[src/rtl/display_output_port.sv]
// Three-digit 7-segment output port: captures a 16-bit value, converts it to BCD
// by double-dabble and registers the segment patterns. DISPLAY_BLANK_LEADING_EN blanks leading zeros.
module display_output_port #(
  parameter bit SEG_ACTIVE_LOW = 1'b1
) (
  input  logic        clock,
  input  logic        reset,
  input  logic        out_valid,
  input  logic [15:0] out_data,
  output logic        busy,
  output logic [6:0]  outputA,
  output logic [6:0]  outputB,
  output logic [6:0]  outputC
);

  localparam logic [1:0]  S_IDLE    = 2'd0;
  localparam logic [1:0]  S_CONV    = 2'd1;
  localparam logic [1:0]  S_DONE    = 2'd2;

  localparam logic [3:0]  LAST_STEP = 4'd9;
  localparam logic [15:0] MAX_VALUE = 16'd999;

  // Raw patterns are active-high, bit0 = segment a ... bit6 = segment g.
  localparam logic [6:0]  SEG_ZERO  = 7'b0111111;
  localparam logic [6:0]  SEG_DASH  = 7'b1000000;
  localparam logic [6:0]  SEG_BLANK = 7'b0000000;

`ifdef DISPLAY_BLANK_LEADING_EN
  localparam bit          BLANK_LEADING = 1'b1;
  localparam logic [6:0]  RESET_A_RAW   = SEG_BLANK;
  localparam logic [6:0]  RESET_B_RAW   = SEG_BLANK;
`else
  localparam bit          BLANK_LEADING = 1'b0;
  localparam logic [6:0]  RESET_A_RAW   = SEG_ZERO;
  localparam logic [6:0]  RESET_B_RAW   = SEG_ZERO;
`endif
  localparam logic [6:0]  RESET_C_RAW   = SEG_ZERO;

  function automatic logic [6:0] seg_decode(input logic [3:0] digit);
    logic [6:0] seg;
    case (digit)
      4'd0:    seg = 7'b0111111;
      4'd1:    seg = 7'b0000110;
      4'd2:    seg = 7'b1011011;
      4'd3:    seg = 7'b1001111;
      4'd4:    seg = 7'b1100110;
      4'd5:    seg = 7'b1101101;
      4'd6:    seg = 7'b1111101;
      4'd7:    seg = 7'b0000111;
      4'd8:    seg = 7'b1111111;
      4'd9:    seg = 7'b1101111;
      default: seg = SEG_BLANK;
    endcase
    return seg;
  endfunction

  function automatic logic [6:0] seg_polarity(input logic [6:0] seg);
    return SEG_ACTIVE_LOW ? ~seg : seg;
  endfunction

  function automatic logic [3:0] dabble_adjust(input logic [3:0] nib);
    return (nib >= 4'd5) ? nib + 4'd3 : nib;
  endfunction

  logic [1:0]  state_q, state_d;
  logic [3:0]  cnt_q,   cnt_d;
  logic [9:0]  shift_q, shift_d;
  logic [11:0] bcd_q,   bcd_d;
  logic        ovf_q,   ovf_d;
  logic [6:0]  seg_a_q, seg_a_d;
  logic [6:0]  seg_b_q, seg_b_d;
  logic [6:0]  seg_c_q, seg_c_d;

  logic [11:0] bcd_adj;
  logic        blank_h;
  logic        blank_t;
  logic [6:0]  raw_a;
  logic [6:0]  raw_b;
  logic [6:0]  raw_c;

  assign bcd_adj = {dabble_adjust(bcd_q[11:8]),
                    dabble_adjust(bcd_q[7:4]),
                    dabble_adjust(bcd_q[3:0])};

  // Tens is blanked only when hundreds is blanked too, so "105" keeps its zero.
  assign blank_h = BLANK_LEADING && (bcd_q[11:8] == 4'd0);
  assign blank_t = blank_h && (bcd_q[7:4] == 4'd0);

  always_comb begin
    raw_a = seg_decode(bcd_q[11:8]);
    raw_b = seg_decode(bcd_q[7:4]);
    raw_c = seg_decode(bcd_q[3:0]);
    if (ovf_q) begin
      raw_a = SEG_DASH;
      raw_b = SEG_DASH;
      raw_c = SEG_DASH;
    end else begin
      if (blank_h) raw_a = SEG_BLANK;
      if (blank_t) raw_b = SEG_BLANK;
    end
  end

  always_comb begin
    // NOTE: every _d starts as its _q so no path through this block can infer a latch.
    state_d = state_q;
    cnt_d   = cnt_q;
    shift_d = shift_q;
    bcd_d   = bcd_q;
    ovf_d   = ovf_q;
    seg_a_d = seg_a_q;
    seg_b_d = seg_b_q;
    seg_c_d = seg_c_q;

    case (state_q)
      S_IDLE: begin
        if (out_valid) begin
          shift_d = out_data[9:0];
          bcd_d   = '0;
          cnt_d   = '0;
          if (out_data > MAX_VALUE) begin
            ovf_d   = 1'b1;
            state_d = S_DONE;
          end else begin
            ovf_d   = 1'b0;
            state_d = S_CONV;
          end
        end
      end

      S_CONV: begin
        {bcd_d, shift_d} = {bcd_adj, shift_q} << 1;
        cnt_d            = cnt_q + 4'd1;
        if (cnt_q == LAST_STEP) state_d = S_DONE;
      end

      S_DONE: begin
        seg_a_d = seg_polarity(raw_a);
        seg_b_d = seg_polarity(raw_b);
        seg_c_d = seg_polarity(raw_c);
        ovf_d   = 1'b0;
        state_d = S_IDLE;
      end

      default: state_d = S_IDLE;
    endcase
  end

  // NOTE: sequential state uses non-blocking assignments so all flops update together.
  always_ff @(posedge clock) begin
    if (reset) begin
      state_q <= S_IDLE;
      cnt_q   <= '0;
      shift_q <= '0;
      bcd_q   <= '0;
      ovf_q   <= 1'b0;
      seg_a_q <= seg_polarity(RESET_A_RAW);
      seg_b_q <= seg_polarity(RESET_B_RAW);
      seg_c_q <= seg_polarity(RESET_C_RAW);
    end else begin
      state_q <= state_d;
      cnt_q   <= cnt_d;
      shift_q <= shift_d;
      bcd_q   <= bcd_d;
      ovf_q   <= ovf_d;
      seg_a_q <= seg_a_d;
      seg_b_q <= seg_b_d;
      seg_c_q <= seg_c_d;
    end
  end

  assign busy    = (state_q == S_CONV) || (state_q == S_DONE);
  assign outputA = seg_a_q;
  assign outputB = seg_b_q;
  assign outputC = seg_c_q;

endmodule

[config.mk]
export PLATFORM = sky130hd
export DESIGN_NAME = display_output_port
export DESIGN_NICKNAME = d
export VERILOG_FILES = /design/src/rtl/display_output_port.sv
export SDC_FILE = /design/constraint.sdc
export NUM_CORES = 1
export LEC_CHECK = 0
export CAP_MARGIN = 25
export CORE_ASPECT_RATIO = 0.6
export CORE_MARGIN = 8
export CORE_UTILIZATION = 40
export DETAILED_ROUTE_END_ITERATION = 12
export PLACE_DENSITY_LB_ADDON = 0.05
export SYNTH_ARGS = -nofsm -noshare
export SYNTH_HDL_FRONTEND = slang
export SYNTH_SLANG_ARGS = --single-unit
[constraint.sdc]
create_clock -name clock -period 6.76 [get_ports clock]
set_clock_uncertainty 0.2 [all_clocks]
set_input_delay 1.352 -clock clock [delete_from_list [all_inputs] [get_ports clock]]
set_output_delay 1.352 -clock clock [all_outputs]
set_load 0.01 [all_outputs]
After elaboration in Yosys (flattened, before gate mapping)
Memories as Yosys holds them, arrays and structs flattened. A register that Yosys moved wholly into a read port is not among the register bits.
Cells that the tools add are included.
{"block": "op_classes", "n_reduce_logical": 7, "n_mux": 25, "eq_ne": 5, "addsub": 4, "bitwise": 3, "order_cmp": 4}
{"op": "2-to-1 mux 4 bit", "n": 9}
{"op": "one-hot mux 12 bit (2 select lines)", "n": 1}
{"op": "2-to-1 mux 7 bit", "n": 3}
{"op": "NOT 7 bit", "n": 3}
{"op": "one-hot mux 10 bit (2 select lines)", "n": 1}
{"op": "> comparator 16 x 10 -> 1 bit (second input constant)", "n": 1}
{"op": "greater-or-equal comparator 4 x 3 -> 1 bit (second input constant)", "n": 3}
{"op": "2-to-1 mux 12 bit", "n": 1}
{"op": "2-to-1 mux 10 bit", "n": 1}
{"op": "adder 4 x 2 -> 4 bit (second input constant)", "n": 2}
{"op": "one-hot mux 4 bit (2 select lines)", "n": 1}
{"op": "2-to-1 mux 2 bit", "n": 3}
{"op": "AND reduction 2 bit", "n": 3}
{"op": "adder 4 x 1 -> 4 bit (second input constant)", "n": 1}
{"op": "== test 4 bit (second input constant)", "n": 1}
{"op": "inequality test 2 bit (second input constant)", "n": 2}
{"op": "one-hot mux 2 bit (2 select lines)", "n": 1}
{"op": "nonzero test 2 bit", "n": 2}
{"op": "adder 3 x 2 -> 3 bit (second input constant)", "n": 1}
{"op": "2-to-1 mux 3 bit", "n": 1}
{"op": "== test 2 x 1 -> 1 bit (second input constant)", "n": 1}
{"op": "== test 2 bit (second input constant)", "n": 1}
{"op": "logical NOT 2 bit", "n": 1}
{"op": "2-to-1 mux 1 bit", "n": 2}
{"op": "other kinds (2)", "n": 2}
{"block": "totals", "rom_bits": 336, "reg_bits": 50, "word_cells": 59, "inputBits": 19, "out_inout_bits": 22, "n_memories": 3}
{"name": "(no name shown)", "words": 16, "word_bits": 7, "rd": 1, "rd_clocked_by_memory_dff": 1, "wr": 0, "line": "41", "source": "case (digit)"}
{"name": "(no name shown)", "words": 16, "word_bits": 7, "rd": 1, "rd_clocked_by_memory_dff": 1, "wr": 0, "line": "41"}
{"name": "(no name shown)", "words": 16, "word_bits": 7, "rd": 1, "rd_clocked_by_memory_dff": 1, "wr": 0, "line": "41"}

Depth between registers and ports, before layout
Gate-level depths: netlist of the first run.
{"block": "logic_depth", "depth_word": 5, "depth_mapped": 13, "depth_no_buf": 12}

Least setup slack after synthesis of the first run
Ideal clock, no wire load.
{"block": "synth_timing", "path_kind": "input port to flip-flop", "from": "input port out_valid", "to": "register with a tool-made name", "n_path_buf": 0, "arrival_time_ns": 3.168, "setup_ns": 0.140, "required_ns": 6.420, "path_slack_ns": 3.252, "cell_stages": 9, "path_cell_list": "nand2b_4 -> and2_0 -> o21ai_0 -> a21oi_1 -> inv_1 -> ha_1 -> or4_1 -> a31oi_1 -> o22ai_1"}
{"element": "start, declared", "line": "8", "source": "input logic out_valid,"}

==> summary.txt, run 1 <==
run status: complete, no violations
Final Slew Violations: 0
dominant combinational cell family by area after synthesis: compound AO/OA/AOI/OAI gates
Crit Path Max Fanout: 26
cell types occupying the most area after synthesis: dfxtp_1, ha_1, a211oi_1
antenna violations before repair: 0
fin worst setup slack: 2459 ps
Worst setup EP type: register
area fraction of the dominant cell type after synthesis: 0.3861
net count after synthesis: 465
Worst Hold Path EP: outputC[0]
initial standard-cell utilization of the core: 0.4066
pre-CTS worst setup slack: 2157 ps
number of synthesized register bits: 71
source-to-sink clock delay at the later pin of the worst-skew pair: 330 ps
xor/xnor cell area share of the yosys netlist: 0.007138
detailed router's first-iteration violation count: 191
cell type with the highest aggregate area in the netlist: dfxtp_1
drc violations: 0
sort of element at the start of the critical path: primary input
Synth async-reset ratio: 0
routed wire length per instance: 16.03 um
width of the chip: 139.8 um
VDD IR-drop max: 0.1149 mV
Synth Area per Inst: 8.827 sq um
chip height: 90.31 um
GRT overflow: 0
leakage component of the power: 0.001607 uW
post-CTS setup-driven buffer insertion count: 0
Buffers on Ports: 40
final number of hold-violating endpoints: 0
CP cell instances: clkdlybuf4s50_1, mux2i_4, nand2_1, a21oi_1, inv_1, ha_1, or4_1, a31oi_1, o22ai_1
utilization after layout: 0.4912
via count of the first global-routing pass: 2705
share of total power in sequential cells: 0.418
peak clock frequency supported by timing: 0.2325 GHz
quantity of gates resized following cts: 0
biggest cell delay along the critical path: 660 ps
fraction of power consumed by the clock network: 0.473
Setup Total Neg Slack: 0 ps
FF-to-FF Start: state_q[0]
sequential share of the synthesized area: 0.3861
count of hold buffers inserted by post-cts repair: 0
number of ports placed on the die boundary: 41
Max Root-Sink Buffers: 2
first-pass GRT wire length: 14690 um
adder-cell share of the synthesized area: 0.09857
DRT Wirelength: 9072 um
fraction of the mapped netlist area in simple logic gates: 0.1604
Post-synth EDFFs: 0
worst-case headroom to the max-slew limit: 0.4488
fraction of the mapped netlist area in compound gates: 0.2573
count of mapped cells out of synthesis: 417
count of fill cells added during filler insertion: 853
Register-to-Register Setup Slack: 3070 ps
Register-to-Register Path Depth: 10
net switching power figure: 258.6 uW
max-cap violation count: 0
share of layout cells above drive strength 1: 0.06667
pin count of the biggest net entering global routing: 39
period utilisation layout: 0.6363
worst hold margin: 203.4 ps
total number of cells along the worst setup path: 9
unrepaired setup endpoints after global routing: no
clock transition at the registers of the reported paths: 60 ps
gp weighted congestion: 0.8369
routed vias/inst: 5.390
cell area after synthesis: 0.003681 sq mm
number of cells traversed by the worst hold path: 1
HPWL Detailed: 6524 um
Min-Delay Path Class: register to register
core region area: 0.009054 sq mm
clock buffer count from CTS: 9
Root Buffer Master: clkbuf_16
post-layout minimum cycle time: 4301 ps
switching fraction of total power: 0.2395
H-tree Lvls: 3
Synth warnings: 0
mux cell area share after synthesis: 0.03875
cell row count: 27
global-route usage over all layers: 0.1438
total instance count after detailed placement: 550
n_diodes: 0
vias post-DR: 3051
internal portion of total power: 821.1 uW
kind of cell with the highest combined delay on the critical path: simple AND/OR/NAND/NOR gates
worst path arrival time: 4280 ps
synthesis-to-layout area growth: 20.80%
number of search-and-repair iterations in the first detailed-routing pass: 4
Slew @ Worst Pin: 826.8 ps
clock tree from TritonCTS: yes
overall die area: 0.01263 sq mm
DRT antenna net count: 0
required time of the critical path: 6740 ps
Setup violations, final: 0
crit path kind: primary input to register
most numerous cell types in the synthesized netlist: dfxtp_1, nor2_1, a211oi_1
Critical-path top delay cell: mux2i_4
library cell with the highest instance count after synthesis: dfxtp_1
combinational fraction of design power: 0.108
number of distinct library cells after synthesis: 59
Cell Pwr Density: 242.8 mW/mm^2
ys flop type: dfxtp_1
number of cells in the finished layout apart from fillers: 566
final-stage net count: 493
CTS sink count: 71
sum of buffers and inverters on the critical path: 2
==> kinds of logic after synthesis <==
kind of cell / after synthesis
muxes: 13
buffers and inverters: 45
adders and majority gates: 29
AOI/OAI and AO/OA: 131
and+or+nand+nor: 125
DFF: 71
xor gates and xnor gates: 3
==> power groups by stage <==
stage	Sequential [uW]	Combinational (uW)	Clock, uW
finish	452	117	511
global placement	460	118	0
CTS	452	119	521
detailed placement	461	119	0
global route	455	128	540
floorplan	465	60.1	0
==> metal layers <==
metal / track usage / wire, um / vias up
met3: 0.03799 / 436 / 11
met5: 0 / 0 / -
met2: 0.1963 / 3574 / 66
li1: - / - / 1565
met1: 0.2122 / 4960 / 1409
met4: 0.04313 / 99 / 0
==> how the worst max path moves through the flow <==
stage	slack [ps]	from	endpoint
global route	2200	out_valid	register
finish	2460	out_valid	register
detailed placement	2160	out_valid	register
global placement	2260	out_valid	register
CTS	2490	out_valid	register
floorplan	3250	out_valid	register
==> per-stage QoR <==
step | total power, uW | cell area, sq um
2_1_floorplan | 525.3 | 3681
3_3_place_gp | 578.5 | 4125
3_5_place_dp | 580.1 | 4125
4_1_cts | 1092 | 4447
5_1_grt | 1122 | 4447
6_report | 1080 | 4447
==> cells in the final DEF, fill, tap and decap left out, types with 2 or more instances in the layout <==
| cell type | n |
|---|---|
| o31ai_2 | 2 |
| o31a_1 | 3 |
| nand2b_1 | 7 |
| a21oi_1 | 26 |
| o21ai_1 | 3 |
| o311ai_1 | 2 |
| dfxtp_1 | 71 |
| a211oi_1 | 34 |
| nor2b_1 | 7 |
| nor2_1 | 50 |
| nand3_1 | 4 |
| clkbuf_16 | 9 |
| a21o_1 | 4 |
| o31ai_1 | 4 |
| a31oi_1 | 4 |
| inv_1 | 18 |
| a22oi_1 | 4 |
| mux2i_1 | 12 |
| ha_1 | 29 |
| xnor2_1 | 3 |
| bufinv_16 | 2 |
| nand2_1 | 28 |
| a311oi_1 | 2 |
| nor3_1 | 10 |
| nor3b_1 | 2 |
| clkdlybuf4s50_1 | 39 |
| a2111oi_0 | 3 |
| a211o_1 | 4 |
| a22o_1 | 4 |
| buf_4 | 3 |
| a221o_1 | 4 |
| o2bb2ai_1 | 3 |
| or4_1 | 2 |
| and2_1 | 4 |
| clkinvlp_4 | 2 |
| o21ai_0 | 15 |
==> area by class of cell <==
type | count | area, sq um | share of cell area
Clock buffer | 10 | 229.0 | 0.05149
Clock inverter | 6 | 92.59 | 0.02082
Inverter | 19 | 71.32 | 0.01604
Multi-Input combinational cell | 301 | 2069 | 0.4654
Sequential cell | 71 | 1421 | 0.3196
Tap cell | 116 | 145.1 | 0.03264
Timing Repair Buffer | 43 | 417.9 | 0.09398
Power figures use the tool's default switching activity.
==> run 2, diff against run 1 <==
==> constraint.sdc (replaced) <==
create_clock -name clock -period 4.05 [get_ports clock]
set_clock_uncertainty 0.2 [all_clocks]
set_input_delay 0.81 -clock clock [delete_from_list [all_inputs] [get_ports clock]]
set_output_delay 0.81 -clock clock [all_outputs]
set_load 0.01 [all_outputs]
==> run 2 against run 1 <==
Against the previous run: hold slack got worse by 1.5 ps; non-clock buffer count is 6 higher; die area unchanged; sequential share of layout area fell by 0.21 points; critical path depth grew 1; flip-flop and latch count stayed put; global-route usage up 0.52 points; highest routed layer unchanged.
==> summary.txt, run 2 (synthesis gave the netlist of run 1 again) <==
pre-CTS worst setup slack: 229.5 ps (-1928 ps)
cell row count: 27 (unchanged)
Min-Delay Path Class: register to register
CTS sink count: 71 (unchanged)
n_diodes: 0 (unchanged)
leading cell types in the layout, fill and taps excluded: dfxtp_1, nor2_1, clkdlybuf4s50_1, a211oi_1, ha_1
number of search-and-repair iterations in the first detailed-routing pass: 5 (+1)
Slew @ Worst Pin: 666.9 ps (-159.9 ps)
Final Slew Violations: 0 (unchanged)
source-to-sink clock delay at the later pin of the worst-skew pair: 340 ps (about the same)
clock transition at the registers of the reported paths: 60 ps (about the same)
width of the chip: 139.8 um (unchanged)
core region area: 0.009054 sq mm (unchanged)
DRT antenna net count: 0 (unchanged)
Cell Pwr Density: 394.0 mW/mm^2 (+62%)
Register-to-Register Setup Slack: 870 ps (-2200 ps)
post-CTS setup-driven buffer insertion count: 0 (unchanged)
number of cells traversed by the worst hold path: 1 (unchanged)
Setup Total Neg Slack: 0 ps (unchanged)
peak clock frequency supported by timing: 0.2857 GHz
overall die area: 0.01263 sq mm (unchanged)
Worst setup EP type: register
final-stage net count: 499 (+1.2%)
sum of internal, switching and leakage power: 1764 uW (+63%)
routed vias/inst: 5.397 (+0.12%)
Register-to-Register Path Depth: 11 (+1)
VDD IR-drop max: 0.1958 mV (+70%)
max-cap violation count: 0 (unchanged)
detailed router's first-iteration violation count: 210 (+9.9%)
H-tree Lvls: 3 (unchanged)
final number of hold-violating endpoints: 0 (unchanged)
quantity of gates resized following cts: 0 (unchanged)
period utilisation layout: 0.8644
required time of the critical path: 4040 ps (-2700 ps)
count of hold buffers inserted by post-cts repair: 0 (unchanged)
DRT Wirelength: 9130 um (+0.64%)
drc violations: 0 (unchanged)
Crit Path Max Fanout: 6 (-77%)
leading cell type in the layout, fill and taps excluded: dfxtp_1
Max Root-Sink Buffers: 2 (unchanged)
GRT overflow: 0 (unchanged)
initial standard-cell utilization of the core: 0.4066 (unchanged)
pin count of the biggest net entering global routing: 33 (-15%)
HPWL Detailed: 6611 um (+1.3%)
Root Buffer Master: clkbuf_16
routed wire length per instance: 15.96 um (-0.42%)
vias post-DR: 3087 (+1.2%)
unrepaired setup endpoints after global routing: no
crit path kind: primary input to register
global-route usage over all layers: 0.1490 (+0.005238)
chip height: 90.31 um (unchanged)
clock buffer count from CTS: 9 (unchanged)
post-layout minimum cycle time: 3501 ps
leakage component of the power: 0.001632 uW (+1.6%)
fin worst setup slack: 549.2 ps (-1910 ps)
run status: complete, no violations
number of ports placed on the die boundary: 41 (unchanged)
count of fill cells added during filler insertion: 838 (-1.8%)
worst path arrival time: 3490 ps (-790 ps)
Buffers on Ports: 40 (unchanged)
via count of the first global-routing pass: 2884 (+6.6%)
gp weighted congestion: 0.8582 (+2.5%)
sort of element at the start of the critical path: primary input
Setup violations, final: 0 (unchanged)
first-pass GRT wire length: 15120 um (+3.0%)
clock tree from TritonCTS: yes
FF-to-FF Start: bcd_q[4]
antenna violations before repair: 0 (unchanged)
synthesis-to-layout area growth: 21.62%
Worst Hold Path EP: outputC[3]
share of layout cells above drive strength 1: 0.08114 (+0.01447)
worst-case headroom to the max-slew limit: 0.5516 (+0.1028)
## run 2: cell types whose count changed in the layout (fill, tap and decap cells not counted), sizes merged
cell,before,now
bufinv,2,1
clkinv,1,2
buf,4,10
## run 2: metal layers
metal  global-route usage  share of wire  routed length (um)  vias to the layer above
met1               0.2187           0.54                4935                     1426
met5                    0              0                   0                        -
met3              0.04222          0.055                 500                        9
li1                     -              -                   -                     1587
met2               0.2007           0.39                3581                       65
met4              0.04942          0.012                 112                        0
## run 2: how the worst max path moves through the flow
stage,startpoint,end,slack [ps],cells past startpoint
2_1_floorplan,out_valid,register,1080,9
3_3_place_gp,out_valid,register,390,10
3_5_place_dp,out_valid,register,230,10
4_1_cts,out_valid,register,570,10
5_1_grt,out_valid,register,310,10
6_report,out_valid,register,550,10
## run 2: layout make-up
type                    instances  area (sq um)  area share
clock buffers                  10         239.0     0.05338
clock inverters                 6         67.56     0.01509
flip-flops and latches         71          1421      0.3175
repair buffers                 49         462.9      0.1034
inverters                      19         71.32     0.01593
well taps                     116         145.1     0.03242
multi-input cells             301          2069      0.4623
## run 2: through the flow
| step | util | std cells | hold slack, ps | cell area, sq um |
|---|---|---|---|---|
| after floorplan | - | 417 | 189.8 | 3681 |
| after global placement | 0.4606 | 556 | 193.9 | 4170 |
| after detailed placement | 0.4606 | 556 | 196.6 | 4170 |
| after CTS | 0.4945 | 572 | 205.3 | 4477 |
| after global routing | 0.4945 | 572 | 224.2 | 4477 |
| final | 0.4945 | 572 | 202.0 | 4477 |
## run 2: critical path, cell delays in order
cell             delay (ps)
clkdlybuf4s50_1         620
nand2b_4                220
and2_0                  170
o21ai_0                 150
a21oi_1                 310
inv_1                   160
ha_1                    230
or4_1                   520
a31oi_1                 190
o22ai_1                 100
## run 2: report_power, final
part / internal, uW / switching, uW
Combinational: 97.2 / 103
Sequential: 735 / 19.2
Clock: 495 / 314
Total: 1330 / 436
==> run 3, diff against run 2 <==
--- a/config.mk
+++ b/config.mk
@@ -10,6 +10,7 @@
 export CORE_MARGIN = 8
 export CORE_UTILIZATION = 40
 export DETAILED_ROUTE_END_ITERATION = 12
+export MAX_ROUTING_LAYER = met4
 export PLACE_DENSITY_LB_ADDON = 0.05
 export SYNTH_ARGS = -nofsm -noshare
 export SYNTH_HDL_FRONTEND = slang
==> run 3 against run 2 <==
Against the previous run: flip-flop and latch count unchanged; clock power is essentially flat; sequential share of layout area is the same; clock-buffer cell count is the same; critical path depth did not move; total power is essentially flat; hold slack is essentially flat; global-route usage increased by 0.42 points; maximum frequency down 0.35%; via count is 0.26% higher; utilization unchanged; register-to-register slack about the same.
==> summary.txt, run 3 (synthesis gave the netlist of run 1 again) <==
run status: complete, no violations
clock buffer count from CTS: 9 (unchanged)
Worst setup EP type: register
Final Slew Violations: 0 (unchanged)
chip height: 90.31 um (unchanged)
post-route cell area: 0.004477 sq mm (unchanged)
gp weighted congestion: 0.8719 (+1.6%)
final-stage net count: 499 (unchanged)
worst path arrival time: 3500 ps (about the same)
via count of the first global-routing pass: 2884 (unchanged)
drc violations: 0 (unchanged)
synthesis-to-layout area growth: 21.62% (unchanged)
post-layout minimum cycle time: 3513 ps (+12.46 ps)
n_diodes: 0 (unchanged)
Root Buffer Master: clkbuf_16
Buffers on Ports: 40 (unchanged)
unrepaired setup endpoints after global routing: no
VDD IR-drop max: 0.1948 mV (-0.47%)
fraction of power consumed by the clock network: 0.459 (about the same)
DRT Wirelength: 9104 um (-0.28%)
Setup Total Neg Slack: 0 ps (unchanged)
count of hold buffers inserted by post-cts repair: 0 (unchanged)
leading cell type in the layout, fill and taps excluded: dfxtp_1
quantity of gates resized following cts: 0 (unchanged)
detailed router's first-iteration violation count: 221 (+5.2%)
global-route usage over all layers: 0.1533 (+0.004245)
utilization after layout: 0.4945 (unchanged)
switching fraction of total power: 0.2471 (-0.0003252)
fin worst setup slack: 536.8 ps (-12.46 ps)
leading cell types in the layout, fill and taps excluded: dfxtp_1, nor2_1, clkdlybuf4s50_1, a211oi_1, ha_1
overall die area: 0.01263 sq mm (unchanged)
initial standard-cell utilization of the core: 0.4066 (unchanged)
routed vias/inst: 5.411 (+0.26%)
leakage component of the power: 0.001632 uW (unchanged)
clock transition at the registers of the reported paths: 60 ps (about the same)
Crit Path Max Fanout: 6 (unchanged)
Cell Pwr Density: 393.8 mW/mm^2 (about the same)
CTS sink count: 71 (unchanged)
final number of hold-violating endpoints: 0 (unchanged)
sort of element at the start of the critical path: primary input
post-CTS setup-driven buffer insertion count: 0 (unchanged)
number of ports placed on the die boundary: 41 (unchanged)
count of fill cells added during filler insertion: 838 (unchanged)
GRT overflow: 0 (unchanged)
Slew @ Worst Pin: 671.8 ps (+4.927 ps)
HPWL Detailed: 6611 um (unchanged)
pin count of the biggest net entering global routing: 33 (unchanged)
peak clock frequency supported by timing: 0.2846 GHz (-0.35%)
period utilisation layout: 0.8675 (+0.003078)
crit path kind: primary input to register
source-to-sink clock delay at the later pin of the worst-skew pair: 340 ps (about the same)
clock tree from TritonCTS: yes
Max Root-Sink Buffers: 2 (unchanged)
Setup violations, final: 0 (unchanged)
share of total power in sequential cells: 0.428 (about the same)
DRT antenna net count: 0 (unchanged)
pre-CTS worst setup slack: 229.5 ps (unchanged)
antenna violations before repair: 0 (unchanged)
vias post-DR: 3095 (+0.26%)
net switching power figure: 435.7 uW (-0.17%)
number of search-and-repair iterations in the first detailed-routing pass: 5 (unchanged)
post-placement cell area: 0.004170 sq mm (unchanged)
combinational fraction of design power: 0.113 (about the same)
H-tree Lvls: 3 (unchanged)
internal portion of total power: 1327 uW (about the same)
width of the chip: 139.8 um (unchanged)
Min-Delay Path Class: register to register
worst-case headroom to the max-slew limit: 0.5483 (-0.003313)
routed wire length per instance: 15.92 um (-0.28%)
share of layout cells above drive strength 1: 0.08114 (unchanged)
required time of the critical path: 4040 ps (about the same)
first-pass GRT wire length: 15110 um (about the same)
cell row count: 27 (unchanged)
core region area: 0.009054 sq mm (unchanged)
worst hold margin: 202.0 ps (+0.03900 ps)
max-cap violation count: 0 (unchanged)
-- run 3: layout make-up --
type                       instances  area, sq um  area share
multi-input combinational        301         2069      0.4623
sequential                        71         1421      0.3175
timing repair buffer              49        462.9      0.1034
clock buffer                      10        239.0     0.05338
tap                              116        145.1     0.03242
inverter                          19        71.32     0.01593
clock inverter                     6        67.56     0.01509
-- run 3: per-layer routing --
metal  vias up  global-route usage  share of wire
met4         0             0.04942          0.014
met1      1424              0.2184           0.53
li1       1587                   -              -
met5         -                   -              0
met3        13             0.04222          0.062
met2        71              0.2011           0.39
-- run 3: through the flow --
stage	power [uW]	cells
global placement	969.3	556
CTS	1789	572
detailed placement	973.1	556
floorplan	876.9	417
finish	1763	572
global route	1836	572
-- run 3: worst paths after layout --
path	endpoint	start	depth (start not counted)	slack, ps
worst max-delay path	register	out_valid	10	540
worst min-delay path	outputC[3]	register	1	200
worst max register to register	register	bcd_q[4]	11	860
worst min register to register	outputC[3]	register	1	200
-- run 3: power by group through the flow --
stage / sequential (uW) / combinational (uW) / clock (uW)
after floorplan: 777 / 100 / 0
after global placement: 769 / 201 / 0
after detailed placement: 770 / 203 / 0
after CTS: 755 / 204 / 830
after global routing: 758 / 222 / 855
final: 754 / 200 / 809
-- run 3: worst max-delay path, cell delays in order --
cell	delay, ps
clkdlybuf4s50_1	620
nand2b_4	220
and2_0	170
o21ai_0	160
a21oi_1	310
inv_1	160
ha_1	230
or4_1	520
a31oi_1	190
o22ai_1	100
